[src/rtl/approx_err_accum.sv]
// Error characterisation for an approximate adder: streams (IN1, IN2, APPROX)
// samples and accumulates squared error, peak |error| and nonzero-error count.
module approx_err_accum #(
    parameter int WIDTH       = 16,
    parameter int NUM_SAMPLES = 1024,
    parameter int ACC_W       = 48
) (
    input  logic               clk,
    input  logic               rst,
    input  logic               start,
    output logic               busy,
    output logic               done,
    input  logic               in_valid,
    output logic               in_ready,
    input  logic [WIDTH-1:0]   IN1,
    input  logic [WIDTH-1:0]   IN2,
    input  logic [WIDTH:0]     APPROX,
    output logic [ACC_W-1:0]   sse,
    output logic [WIDTH:0]     max_err,
    output logic [20:0]        err_count,
    output logic               overflow
);

    localparam int CNT_W = 21;
    localparam int SQ_W  = 2 * (WIDTH + 1);
    localparam int SUM_W = ((ACC_W > SQ_W) ? ACC_W : SQ_W) + 1;

    typedef enum logic [1:0] {IDLE, ACCUM, DRAIN, DONE} state_t;

    state_t             state, state_next;
    logic [CNT_W-1:0]   sample_cnt;
    logic               drain_cnt;
    logic               done_first;
    logic               accept;
    logic               clear;

    logic               s1_valid;
    logic [WIDTH-1:0]   s1_in1, s1_in2;
    logic [WIDTH:0]     s1_approx;
    logic               s2_valid;
    logic [WIDTH:0]     s2_abs;

    logic [WIDTH+1:0]   diff;
    logic [WIDTH:0]     abs_e;
    logic [SQ_W-1:0]    sq;
    logic [SUM_W-1:0]   sum;

    assign accept = in_valid && in_ready;
    assign clear  = start && (state == IDLE || state == DONE);

    // Difference is taken modulo 2^(WIDTH+2); its top bit is the sign of e.
    assign diff  = {2'b00, s1_in1} + {2'b00, s1_in2} - {1'b0, s1_approx};
    assign abs_e = diff[WIDTH+1] ? (WIDTH+1)'(-diff) : diff[WIDTH:0];
    assign sq    = SQ_W'(s2_abs) * SQ_W'(s2_abs);
    assign sum   = SUM_W'(sse) + SUM_W'(sq);

    always_comb begin
        state_next = state;
        in_ready   = 1'b0;
        busy       = 1'b0;
        done       = 1'b0;
        case (state)
            IDLE: begin
                if (start) state_next = ACCUM;
            end
            ACCUM: begin
                in_ready = 1'b1;
                busy     = 1'b1;
                if (accept && sample_cnt == CNT_W'(NUM_SAMPLES - 1)) state_next = DRAIN;
            end
            DRAIN: begin
                if (drain_cnt) state_next = DONE;
            end
            DONE: begin
                done = done_first;
                if (start) state_next = ACCUM;
            end
            default: state_next = IDLE;
        endcase
    end

    always_ff @(posedge clk) begin
        if (rst) begin
            state      <= IDLE;
            sample_cnt <= '0;
            drain_cnt  <= 1'b0;
            done_first <= 1'b0;
            s1_valid   <= 1'b0;
            s1_in1     <= '0;
            s1_in2     <= '0;
            s1_approx  <= '0;
            s2_valid   <= 1'b0;
            s2_abs     <= '0;
            sse        <= '0;
            max_err    <= '0;
            err_count  <= '0;
            overflow   <= 1'b0;
        end else begin
            state      <= state_next;
            drain_cnt  <= (state == DRAIN) ? ~drain_cnt : 1'b0;
            done_first <= (state == DRAIN) && drain_cnt;

            s1_valid <= accept;
            if (accept) begin
                s1_in1    <= IN1;
                s1_in2    <= IN2;
                s1_approx <= APPROX;
            end
            s2_valid <= s1_valid;
            s2_abs   <= abs_e;

            if (clear) begin
                sample_cnt <= '0;
                sse        <= '0;
                max_err    <= '0;
                err_count  <= '0;
                overflow   <= 1'b0;
            end else begin
                if (accept) sample_cnt <= sample_cnt + CNT_W'(1);
                if (s2_valid) begin
                    // Any bit above ACC_W in the wide sum means the accumulator would wrap.
                    if (|sum[SUM_W-1:ACC_W]) begin
                        sse      <= '1;
                        overflow <= 1'b1;
                    end else begin
                        sse <= sum[ACC_W-1:0];
                    end
                    if (s2_abs > max_err) max_err <= s2_abs;
                    if (s2_abs != '0) err_count <= err_count + 21'd1;
                end
            end
        end
    end

endmodule

[config.mk]
export PLATFORM = sky130hd
export DESIGN_NAME = approx_err_accum
export DESIGN_NICKNAME = d
export VERILOG_FILES = /design/src/rtl/approx_err_accum.sv
export SDC_FILE = /design/constraint.sdc
export NUM_CORES = 1
export LEC_CHECK = 0
export ABC_CLOCK_PERIOD_IN_PS = 13920
export CAP_MARGIN = 20
export CORE_MARGIN = 2
export CORE_UTILIZATION = 40
export CTS_CLUSTER_SIZE = 16
export DETAILED_ROUTE_END_ITERATION = 10
export HOLD_SLACK_MARGIN = 0.15
export PLACE_DENSITY_LB_ADDON = 0.08
export SYNTH_ARGS = -nofsm -noshare
export SYNTH_HDL_FRONTEND = slang
export SYNTH_SLANG_ARGS = --single-unit
[constraint.sdc]
create_clock -name clk -period 13.92 [get_ports clk]
set_clock_uncertainty 0.2 [all_clocks]
set_input_delay 1.392 -clock clk [delete_from_list [all_inputs] [get_ports clk]]
set_output_delay 1.392 -clock clk [all_outputs]
set_load 0.03 [all_outputs]
==> impl_metrics.yaml <==
global_routing:
  grt_pass1_vias: 14500
  grt_antenna_before_repair: 0
  grt.overflow.total: 0
  grt_pass1_wl_microns: 75400
  grt.total_usage_pct: 20.3
  grt_max_degree: 75
setup_path:
  start_kind: "flop"
  arrival_ps: 8230
  cpPeakStageDelay_ps: 960
  path_class: "flop to flop"
  crit_top_cell: "fa_1"
  critPathCapture: "sse[5]"
  r2r-end: "sse[5]"
  cp-startpoint: "s2_abs[14]"
  required_ps: 14040
  end_kind: "flop"
  regToRegSetupSlack_ps: 5810
  reg2reg_from: "s2_abs[14]"
  cp_max_fo: 28
  crit_slowest_cell: "o41a_2"
  path_cells: "inv_1 -> nor2_1 -> ha_1 -> xor2_1 -> fa_1 -> fa_1 -> inv_1 -> fa_1 -> fa_1 -> inv_1 -> fa_1 -> inv_1 -> ha_1 -> a21oi_1 -> nor2_1 -> o41ai_1 -> o2bb2ai_1 -> nand2_2 -> a41oi_4 -> o41a_2 -> a21oi_1"
  r2r_cells: 21
synthesis:
  async_reset_ff_share_pct: 0
  synth_area_sq_um: 18400
  yosysWarnings: 0
  syn_area_per_cell_sq_um: 8.55
  synthFlopType: "dfxtp_1"
  synth_edf_count: 0
  synthCells: 2155
  syn_nets: 2607
  synth_seq_cells: 180
  yosysUniqueCellTypes: 76
  seq_area_frac_synth_pct: 19.6
timing:
  finalCritPeriodShare_pct: 58.3
  fin_setup_tns_ps: 0
  hold_viol_final: 0
  rsz0062_at_grt: "false"
  fin_crit_ps: 8110
  timing.fmax_ghz: 0.123
  hold_ws_ps: 232
  slew_violations: 0
  relSlewSlack_pct: 27.6
  final-setup-viol-count: 0
  worst_pin_slew_ps: 1090
pwr:
  p_leak_nw: 9.94
  ir_drop_mv: 0.172
  power_density_nw_per_um2: 241
  p_total_mw: 5.03
route:
  drcViolationCount: 0
  drt-initial-drc-count: 654
  wl_microns: 45900
  viasPerCell: 4.92
  drtPass1Iterations: 5
  ant_nets: 0
  vias: 14000
  wl_per_cell_microns: 16.1
die:
  die_w_microns: 219
  row_count: 78
  core_area_sq_um: 45400
  die-area_sq_um: 47800
  die_h_microns: 219
  start_util_pct: 40.6
  ios: 143
clocking:
  clk_latency_ps: 480
  post_cts_resized: 0
  holdBufCountCts: 0
  tritoncts: "done"
  h-tree-depth: 4
  clk_pin_slew_ps: 70
  postCtsSetupRepairBufs: 0
  root_buffer: "clkbuf_16"
  cts.path.max_buffers: 2
  cts_sinks: 180
  cts_buffers: 17
layout:
  seqCellArea_sq_um: 3600
  fillers: 4545
  antennaDiodeCount: 0
  areaGrowthSynthToFinish_pct: 13.6
  mostFrequentLayoutCell: "inv_1"
  final_layout_size_suffix_gt1_share_pct: 4.31
  finalNetCount: 2691
  design_area_sq_um: 20900
  final_cell_mix: "inv_1 (477), nand2_1 (248), fa_1 (240)"
  multi_input_area_sq_um: 12700
place:
  port_buffers: 142
  place.gp.congestion: 0.849
  dpl_cell_area_sq_um: 20300
  dp_hpwl_microns: 36000
hold_path:
  hold_class: "flop to flop"
  hp-start: "drain_cnt"
job:
  drv_cap: 0
run_status:
  status: "complete, no violations"
[per-layer routing]
layer	wire [microns]	vias to the layer above	track usage [%]
met5	0	-	0
met4	852	0	5.67
met3	1650	32	3.62
met2	22500	230	35.1
met1	20800	6855	25.9
li1	-	6925	-
[worst min-delay path by stage]
stage                end  cells after the start
6_report       drain_cnt                      1
5_1_grt        drain_cnt                      1
4_1_cts        drain_cnt                      1
3_5_place_dp   drain_cnt                      1
3_3_place_gp    s2_valid                      1
2_1_floorplan  drain_cnt                      1
[cells by family (layout without fill, tap and decap cells)]
group / count (synthesis) / after routing / synth area share [%]
buffers and inverters: 562 / 659 / 11.6
and+or+nand+nor: 554 / 554 / 13.8
adders and majority gates: 399 / 399 / 36.9
AOI/OAI and AO/OA: 339 / 339 / 12.2
DFF: 180 / 180 / 19.6
xor gates and xnor gates: 99 / 99 / 4.71
muxes: 22 / 22 / 1.21
[worst max-delay path, delay by kind of cell (launching register included)]
family / cells / cell delay, ps
compound gates: 6 / 2450
xor+xnor: 1 / 270
fa+ha+maj: 7 / 3230
buf+inv: 4 / 450
flops: 1 / 890
simple gates: 3 / 450
[power breakdown]
part           switching (mW)  total [mW]  internal [mW]  leakage (nW)
Clock                   0.240       0.511          0.271         0.292
Sequential              0.136       0.707          0.571          1.46
Combinational            2.31        3.82           1.50          8.19
Total                    2.69        5.03           2.34          9.94
[per-stage QoR]
| stage | cells | util [%] | setup slack [ps] |
|---|---|---|---|
| 2_1_floorplan | 2155 | - | 7200 |
| 3_3_place_gp | 2819 | 44.7 | 5890 |
| 3_5_place_dp | 2819 | 44.7 | 5840 |
| 4_1_cts | 2851 | 46.1 | 5780 |
| 5_1_grt | 2852 | 46.1 | 5370 |
| 6_report | 2852 | 46.1 | 5810 |
[state kept, by name, indices dropped and copies added, names as in the netlist]
signal,cells
done_first,1
overflow,1
s1_in2,16
drain_cnt,1
s2_abs,17
s1_valid,1
sse,48
s2_valid,1
sample_cnt,21
s1_approx,17
max_err,17
state,2
err_count,21
s1_in1,16
[synthesized netlist by cell type, types with 4 or more instances]
cell / n / share of area [%]
buf_1: 6 / 0.12
nand2b_1: 4 / 0.14
xor2_1: 49 / 2.3
inv_1: 477 / 9.7
o21bai_1: 4 / 0.16
nand4_1: 18 / 0.61
clkbuf_1: 65 / 1.3
or3_1: 15 / 0.51
o221a_2: 8 / 0.49
xnor2_1: 50 / 2.4
nand3_1: 24 / 0.65
a31oi_1: 9 / 0.31
and3_1: 21 / 0.71
o21a_1: 10 / 0.41
o31ai_1: 7 / 0.29
mux2i_1: 20 / 1.1
fa_1: 240 / 26
buf_2: 7 / 0.19
a211o_1: 4 / 0.19
or2_2: 4 / 0.14
and4_1: 4 / 0.19
ha_1: 159 / 11
a21oi_1: 123 / 3.3
nor2b_1: 14 / 0.48
nor2_1: 114 / 2.3
a211oi_1: 7 / 0.29
nor3_1: 16 / 0.43
o211ai_1: 5 / 0.20
a21oi_2: 23 / 1.1
a21o_1: 26 / 1.1
clkbuf_2: 4 / 0.11
o211a_1: 4 / 0.22
nand2_1: 248 / 5.1
nor4_1: 7 / 0.24
dfxtp_1: 180 / 20
o21ai_1: 7 / 0.19
and2_1: 53 / 1.8
o21ai_0: 65 / 1.8
[layout make-up]
class	instances	area share, %
Inverter	477	8.56
Clock inverter	13	0.790
Sequential cell	180	17.2
Clock buffer	19	2.07
Multi-Input combinational cell	1413	60.7
Timing Repair Buffer	150	7.09
Tap cell	600	3.59
No activity file was read; power rests on OpenSTA's default activity.
